==> config.mk <==
export PLATFORM = sky130hd
export DESIGN_NAME = irq_event_ctrl
export DESIGN_NICKNAME = d
export VERILOG_FILES = /design/src/rtl/irq_event_ctrl.sv
export SDC_FILE = /design/constraint.sdc
export NUM_CORES = 1
export LEC_CHECK = 0
export ABC_AREA = 1
export CAP_MARGIN = 20
export CORE_MARGIN = 1
export CORE_UTILIZATION = 57
export CTS_CLUSTER_SIZE = 28
export DETAILED_ROUTE_END_ITERATION = 6
export PLACE_DENSITY = 0.93
export RECOVER_POWER = 50
export REMOVE_ABC_BUFFERS = 1
export SYNTH_ARGS = -nofsm -noshare
export SYNTH_HDL_FRONTEND = slang
export SYNTH_SLANG_ARGS = --single-unit
==> constraint.sdc <==
create_clock -name HCLK -period 3.3 [get_ports HCLK]
set_clock_uncertainty 0.2 [all_clocks]
set_input_delay 0.66 -clock HCLK [delete_from_list [all_inputs] [get_ports HCLK]]
set_output_delay 0.66 -clock HCLK [all_outputs]
set_load 0.05 [all_outputs]
==> src/rtl/irq_event_ctrl.sv <==
// +----------------------------------------------------------------------------+
// | irq_event_ctrl: APB-programmed interrupt and wake-event controller         |
// | Edge-detected IRQ/event pending bits, priority IRQ request, wake signal.    |
// | Revision: 1.0                                                               |
// +----------------------------------------------------------------------------+
`default_nettype none

module irq_event_ctrl #(
  parameter int APB_ADDR_WIDTH = 12
) (
  input  logic                      HCLK,
  input  logic                      HRESETn,
  input  logic [APB_ADDR_WIDTH-1:0] PADDR,
  input  logic [31:0]               PWDATA,
  input  logic                      PWRITE,
  input  logic                      PSEL,
  input  logic                      PENABLE,
  output logic [31:0]               PRDATA,
  output logic                      PREADY,
  output logic                      PSLVERR,
  input  logic [31:0]               irq_lines_i,
  input  logic [31:0]               evt_lines_i,
  input  logic                      irq_ack_i,
  output logic                      irq_req_o,
  output logic [4:0]                irq_id_o,
  output logic                      signal_o
);

  localparam logic [2:0] C_IRQ_MASK    = 3'd0;
  localparam logic [2:0] C_IRQ_PENDING = 3'd1;
  localparam logic [2:0] C_IRQ_SET     = 3'd2;
  localparam logic [2:0] C_IRQ_CLEAR   = 3'd3;
  localparam logic [2:0] C_EVT_MASK    = 3'd4;
  localparam logic [2:0] C_EVT_PENDING = 3'd5;
  localparam logic [2:0] C_EVT_CLEAR   = 3'd6;

  logic [31:0] irq_prev_q, irq_prev_d;
  logic [31:0] evt_prev_q, evt_prev_d;
  logic [31:0] irq_mask_q, irq_mask_d;
  logic [31:0] evt_mask_q, evt_mask_d;
  logic [31:0] irq_pend_q, irq_pend_d;
  logic [31:0] evt_pend_q, evt_pend_d;
  logic        irq_req_q, irq_req_d;
  logic [4:0]  irq_id_q, irq_id_d;
  logic        signal_q, signal_d;

  logic [2:0]  reg_idx;
  logic        wr_en;
  logic        rd_en;
  logic        ack_valid;
  logic [31:0] irq_set;
  logic [31:0] irq_clr;
  logic [31:0] evt_set;
  logic [31:0] evt_clr;
  logic [31:0] irq_active;
  logic [4:0]  lowest_idx;
  logic        unused_paddr;

  assign reg_idx      = PADDR[4:2];
  assign wr_en        = PSEL && PENABLE && PWRITE;
  assign rd_en        = PSEL && PENABLE && !PWRITE;
  assign ack_valid    = irq_ack_i && irq_req_q;
  assign unused_paddr = ^PADDR;

  assign PREADY  = 1'b1;
  assign PSLVERR = 1'b0;

  always_comb begin
    PRDATA = 32'h0;
    if (rd_en) begin
      case (reg_idx)
        C_IRQ_MASK:    PRDATA = irq_mask_q;
        C_IRQ_PENDING: PRDATA = irq_pend_q;
        C_EVT_MASK:    PRDATA = evt_mask_q;
        C_EVT_PENDING: PRDATA = evt_pend_q;
        default:       PRDATA = 32'h0;
      endcase
    end
  end

  // Set sources are OR-ed in after clears so a same-cycle set always wins.
  always_comb begin
    irq_set = irq_lines_i & ~irq_prev_q;
    evt_set = evt_lines_i & ~evt_prev_q;
    irq_clr = 32'h0;
    evt_clr = 32'h0;
    if (wr_en && reg_idx == C_IRQ_SET)   irq_set = irq_set | PWDATA;
    if (wr_en && reg_idx == C_IRQ_CLEAR) irq_clr = PWDATA;
    if (wr_en && reg_idx == C_EVT_CLEAR) evt_clr = PWDATA;
    if (ack_valid)                       irq_clr = irq_clr | (32'h1 << irq_id_q);

    irq_pend_d = (irq_pend_q & ~irq_clr) | irq_set;
    evt_pend_d = (evt_pend_q & ~evt_clr) | evt_set;
    irq_prev_d = irq_lines_i;
    evt_prev_d = evt_lines_i;
    irq_mask_d = (wr_en && reg_idx == C_IRQ_MASK) ? PWDATA : irq_mask_q;
    evt_mask_d = (wr_en && reg_idx == C_EVT_MASK) ? PWDATA : evt_mask_q;
  end

  always_comb begin
    irq_active = irq_pend_q & irq_mask_q;
    lowest_idx = 5'd0;
    for (int i = 31; i >= 0; i--) begin
      if (irq_active[i]) lowest_idx = 5'(i);
    end
    irq_req_d = |irq_active;
    irq_id_d  = irq_req_d ? lowest_idx : irq_id_q;
    signal_d  = (|irq_active) | (|(evt_pend_q & evt_mask_q));
  end

  always_ff @(posedge HCLK or negedge HRESETn) begin
    if (!HRESETn) begin
      irq_prev_q <= 32'h0;
      evt_prev_q <= 32'h0;
      irq_mask_q <= 32'h0;
      evt_mask_q <= 32'h0;
      irq_pend_q <= 32'h0;
      evt_pend_q <= 32'h0;
      irq_req_q  <= 1'b0;
      irq_id_q   <= 5'd0;
      signal_q   <= 1'b0;
    end else begin
      irq_prev_q <= irq_prev_d;
      evt_prev_q <= evt_prev_d;
      irq_mask_q <= irq_mask_d;
      evt_mask_q <= evt_mask_d;
      irq_pend_q <= irq_pend_d;
      evt_pend_q <= evt_pend_d;
      irq_req_q  <= irq_req_d;
      irq_id_q   <= irq_id_d;
      signal_q   <= signal_d;
    end
  end

  assign irq_req_o = irq_req_q;
  assign irq_id_o  = irq_id_q;
  assign signal_o  = signal_q;

endmodule

`default_nettype wire
==> results of run 1 <==
area by class of cell:
type | count | area (um^2)
clock buffer | 18 | 429
clock inverter | 14 | 149
fill | 938 | 3440
inverter | 155 | 582
multi-input combinational | 590 | 3010
sequential | 199 | 4980
tap | 184 | 230
timing repair buffer | 163 | 1930
routing by layer:
metal	track usage	vias to the layer above	routed length (um)
li1	-	3595	-
met1	0.433	3792	9460
met2	0.562	551	12500
met3	0.0854	122	2640
met4	0.168	0	1050
met5	0	-	0
final timing paths:
path / slack [ns] / endpoint / from
worst min-delay path: 0.21 / evt_pend_q[16] / evt_prev_q[16]
max in group asynchronous: 0.54 / evt_mask_q[2] / HRESETn
worst max register to register: 0.63 / irq_id_o[0] / irq_pend_q[31]
worst min register to register: 0.21 / evt_pend_q[16] / evt_prev_q[16]
min in group asynchronous: 0.49 / irq_pend_q[30] / HRESETn
worst max-delay path: 0.05 / PRDATA[2] / PADDR[3]
synth_stat cells:
cell	instances	area, um^2
a21boi_0	1	7.51
a21oi_1	3	15.0
a221oi_1	32	280
a31oi_1	2	12.5
buf_4	2	15.0
clkbuf_1	43	161
clkinv_1	1	3.75
conb_1	2	7.51
dfrtp_1	199	4980
inv_1	147	552
inv_2	7	26.3
nand2_1	220	826
nand2_2	4	25.0
nand3_1	8	40.0
nand3b_1	1	7.51
nand4_1	5	31.3
nor2_1	67	251
nor3_1	5	25.0
nor4_1	6	37.5
o2111ai_1	2	17.5
o211ai_1	20	150
o21ai_0	90	450
o21ai_1	62	310
o221ai_1	45	394
o22ai_1	14	87.6
o31ai_1	1	7.51
flip-flops by register name, summed over array words and instances, names as in the netlist:
name,cells
evt_mask_q,32
evt_pend_q,32
evt_prev_q,32
irq_mask_q,32
irq_pend_q,32
irq_prev_q,32
irq_id_o,5
irq_req_o,1
signal_o,1
what timing repair did:
item / in CTS / in global routing
buffers inserted: 0 / 0
pin swaps: 1 / 1
resized for setup: 2 / 5
hold buffers: 0 / 0
endpoints found under the hold margin: 0 / 0
endpoints found under the setup margin: 1 / 4
stage by stage:
step                      setup WS (ns)  cells
after floorplan                   -1.31    944
after global placement            0.110   1291
after detailed placement         0.0510   1291
after CTS                        0.0372   1323
after global routing            0.00357   1323
final                            0.0483   1323
power by group:
group | total [mW] | switching (mW) | internal, mW
registers | 3.00 | 0.271 | 2.73
logic | 1.47 | 0.927 | 0.541
clock network | 2.06 | 0.935 | 1.12
total | 6.53 | 2.13 | 4.40
critical path: cells and delay by family:
kind,cells,cell delay (ns)
buffers and inverters,4,1.12
AND/OR/NAND/NOR,2,0.48
AO/OA/AOI/OAI,1,0.13
cells in the final DEF (no fill, tap or decap), types with 2 or more instances in the layout:
cell type          n
o21ai_1           62
o211ai_1          20
a221oi_1          31
nor4_1             6
a31oi_1            2
inv_6              3
nand4_1            5
clkbuf_16         17
bufinv_16          2
dlygate4sd2_1      2
o2111ai_1          2
nor2_1            63
nor3_1             3
nand2_2            5
a21oi_1            3
clkinvlp_4         3
nor3_2             2
inv_2              7
dfrtp_1          199
buf_4             15
o21ai_0           90
clkdlybuf4s50_1   44
o221ai_1          45
inv_1            147
dlygate4sd3_1     64
clkinv_2           4
clkbuf_2           2
nor2_2             4
o22ai_1           14
conb_1             2
nand3_1            8
buf_12            35
nand2_1          219
logic make-up (layout without fill, tap and decap cells):
family	count (synthesis)	count (layout)
AO/OA/AOI/OAI	272	272
buffers and inverters	200	350
flip-flops	199	199
other	2	2
AND/OR/NAND/NOR	316	316
==> impl_metrics.ini, run 1 <==
[run_status]
status = finished, violations left
violations = max-capacitance violations, max-slew violations

[sta]
relSlewSlack = -0.179
fmax_mhz = 308
tightest_slew_ns = 1.77
setup_viol = 0
hold_ws_ns = 0.208
setup_tns_ns = 0
finalCritPeriodShare = 0.985
fin_crit_ns = 3.25
rsz0062_at_grt = false
slew_viol_final = 71
hold_viol = 0

[cells_and_area]
syn2layout_area_growth_pct = 29.7
diodes = 0
stdcell_area_mm2 = 0.0113
drive_above_1_share = 0.0904
postLayoutCoreUtil = 0.767
layout.nets = 1240

[detailed_routing]
drc = 0
route.vias.total = 8060
vias_per_cell = 6.09
drt_iter0_markers = 921
wl_um = 25600
ant_nets = 0
drt_pass1_iterations = 6
routedWlPerCell_um = 19.4

[yosys]
ys_warn_count = 0
synth_cells = 989
synthSimpleGateAreaFrac = 0.143
synth_xor_area_frac = 0
synthAdderAreaFrac = 0
yosysSeqAreaShare = 0.571
synth.distinct_cells = 26
syn_area_mm2 = 0.00872
synth_compound_area_frac = 0.199
synth_top_family_by_area = compound AO/OA/AOI/OAI gates
avgSynthCellArea_um2 = 8.82
synth-seq-cells = 199
synth.mux.area_fraction = 0

[placement]
placed_area_mm2 = 0.0108
portBuffers = 143
dpl.hpwl_um = 17500
gp_congestion = 0.923

[floorplan]
ios = 155
fp.dieH_um = 126
rows = 44
dieArea_mm2 = 0.0158
start_util = 0.591
coreArea_mm2 = 0.0148
die_x_um = 126

[setup_path]
cp.arrival_ns = 2.39
r2r_cells = 34
crit_slowest_cell = clkdlybuf4s50_1
crit_required_ns = 2.44
cpMostUsedCell = buf_4
cp_slowest_stage_delay_ns = 0.47
worstPathMaxFanout = 16
crit_chain = clkdlybuf4s50_1 -> buf_4 -> nor3_2 -> buf_4 -> a221oi_1 -> nor2_1 -> buf_12
cp-start-kind = input pin
cp-end-kind = primary output
crit_type = input pin to primary output

[run]
max-cap-violations = 1

[hold_path]
hold_path.class = flop to flop
hold_depth = 1

[cts]
clk_pin_slew_worst_paths_ns = 0.07
cts_root_buf = clkbuf_16
ctsLongestPathBuffers = 2
clock-sinks = 199
clock_latency_ns = 0.44
htree_levels = 4
numCtsBuffers = 17
cts_tree = yes

[power_and_ir_drop]
powerDensity_mw_per_mm2 = 577
p_total_mw = 6.53
ir_drop_mv = 0.534
p_leak_nw = 5.24

[global_routing]
grt_max_degree = 71
antenna_found_initial = 0
grt_pass1_wl_um = 41500
grtUsageTotal = 0.345
grt-ovfl-total = 0
grt_pass1_vias = 8035
Note: power is estimated with default switching activity, not from simulation.
==> inputs of run 2 (changes only) <==
--- a/config.mk
+++ b/config.mk
@@ -11,7 +11,7 @@
 export CORE_UTILIZATION = 57
 export CTS_CLUSTER_SIZE = 28
 export DETAILED_ROUTE_END_ITERATION = 6
-export PLACE_DENSITY = 0.93
+export PLACE_DENSITY = 0.87
 export RECOVER_POWER = 50
 export REMOVE_ABC_BUFFERS = 1
 export SYNTH_ARGS = -nofsm -noshare
==> run 2 against run 1 <==
Compared with the run above:
- the run still ends with max-capacitance violations, max-slew violations left
- total power increased by 2.5%
- final cell count grew 0.53%
- highest routed layer unchanged
- critical endpoint is now PRDATA[11]
- utilization is 1.1 points higher
- sequential share of layout area down 0.64 points
- register-to-register slack got worse by 0.06 ns
- critical path depth unchanged
==> impl_metrics.ini, run 2 (synthesis results as in run 1) <==
[detailed_routing]
drt_pass1_iterations = 7
routedWlPerCell_um = 19.3
vias_per_cell = 6.11
route.vias.total = 8129
drt_iter0_markers = 930
wl_um = 25600
drc = 0
ant_nets = 0

[sta]
setup_ws_ns = 0.0518
hold_viol = 0
fin_crit_ns = 3.25
slew_viol_final = 94
setup_viol = 0
tightest_slew_ns = 2.46
relSlewSlack = -0.639
finalCritPeriodShare = 0.984
fmax_mhz = 308

[floorplan]
dieArea_mm2 = 0.0158
coreArea_mm2 = 0.0148
start_util = 0.591
rows = 44
ios = 155
fp.dieH_um = 126
die_x_um = 126

[hold_path]
hold_depth = 1
hold_path.class = flop to flop
hold_start = evt_prev_q[19]
min_to = evt_pend_q[19]

[setup_path]
cpMostUsedCell = buf_12
r2r_cells = 34
timing.rr.start = irq_pend_q[31]
crit_buf_inv = 3
crit_slowest_cell = dlygate4sd2_1
rrSetupSlack_ns = 0.57
cp_slowest_stage_delay_ns = 0.45
cp-start-kind = input pin
worstPathMaxFanout = 32
cp-end-kind = primary output
cp.arrival_ns = 2.39
cp_top_family = buffers and inverters
r2r-end = irq_id_o[0]
crit_chain = dlygate4sd2_1 -> nand3_1 -> buf_12 -> o21ai_0 -> a221oi_2 -> nor2_1 -> buf_12
crit_required_ns = 2.44
crit_type = input pin to primary output

[global_routing]
grt_max_degree = 96
grt_pass1_wl_um = 41400
grt_pass1_vias = 8069
grtUsageTotal = 0.339
grt-ovfl-total = 0
antenna_found_initial = 0

[cts]
clock_latency_ns = 0.44
ctsLongestPathBuffers = 2
cts_tree = yes
htree_levels = 4
numCtsBuffers = 17
clk_pin_slew_worst_paths_ns = 0.07
cts_root_buf = clkbuf_16
clock-sinks = 199

[placement]
portBuffers = 143
pre_cts_ws_ns = 0.0374
gp_congestion = 0.926
dpl.hpwl_um = 17300
placed_area_mm2 = 0.0108

[power_and_ir_drop]
p_leak_nw = 5.34
ir_drop_mv = 0.469
powerDensity_mw_per_mm2 = 583

[run_status]
violations = max-capacitance violations, max-slew violations
status = finished, violations left

[cells_and_area]
layout.nets = 1247
syn2layout_area_growth_pct = 31.6
final_cell_mix = nand2_1, dfrtp_1, inv_1
diodes = 0
stdcell_area_mm2 = 0.0115
drive_above_1_share = 0.0969
final_common_cell = nand2_1

[run]
max-cap-violations = 1
-- run 2: worst reg2reg max path, delay by kind of cell, from the launching register on --
family,cells,cell delay (ns)
and+or+nand+nor,33,1.95
buffers and inverters,1,0.08
DFF,1,0.40
-- run 2: timing repair --
item | 4_1_cts | 5_1_grt
gates resized for setup | 1 | 12
pin swaps | 0 | 2
hold buffers | 0 | 0
cloned | 0 | 2
endpoints found under the setup margin | 1 | 29
setup buffers | 0 | 1
-- run 2: area by class of cell --
type / instances / area [um^2]
Clock buffer: 22 / 494
Clock inverter: 10 / 140
Fill cell: 936 / 3270
Inverter: 155 / 582
Multi-Input combinational cell: 590 / 3030
Sequential cell: 199 / 4980
Tap cell: 184 / 230
Timing Repair Buffer: 170 / 2030
-- run 2: metal layers --
layer	GRT usage	vias to the layer above	part of all wire
met5	0	-	0
met4	0.151	0	0.037
met3	0.0735	99	0.095
met2	0.544	517	0.47
met1	0.446	3913	0.40
li1	-	3600	-
-- run 2: power by group --
| group | internal, mW | switching [mW] |
|---|---|---|
| logic | 0.552 | 0.915 |
| clock network | 1.30 | 0.923 |
| registers | 2.73 | 0.274 |
-- run 2: how the worst max path moves through the flow --
stage	endpoint	slack, ns	cells after the start	from
2_1_floorplan	irq_mask_q[17]	-1.31	3	PADDR[4]
3_3_place_gp	PRDATA[6]	0.10	9	PADDR[4]
3_5_place_dp	PRDATA[0]	0.04	9	PADDR[4]
4_1_cts	PRDATA[19]	0.01	10	PADDR[3]
5_1_grt	PRDATA[11]	-0.05	7	PADDR[4]
6_report	PRDATA[11]	0.05	7	PADDR[4]
-- run 2: metrics by stage --
stage	setup TNS (ns)	hold slack [ns]	utilization	total power [mW]	cells
after global routing	-0.0595	0.224	0.778	6.99	1330
after global placement	0	0.194	0.731	4.40	1295
final	0	0.206	0.778	6.69	1330
after CTS	0	0.142	0.774	6.67	1327
after detailed placement	0	0.199	0.731	4.46	1295
after floorplan	-71.22	0.164	-	3.83	944
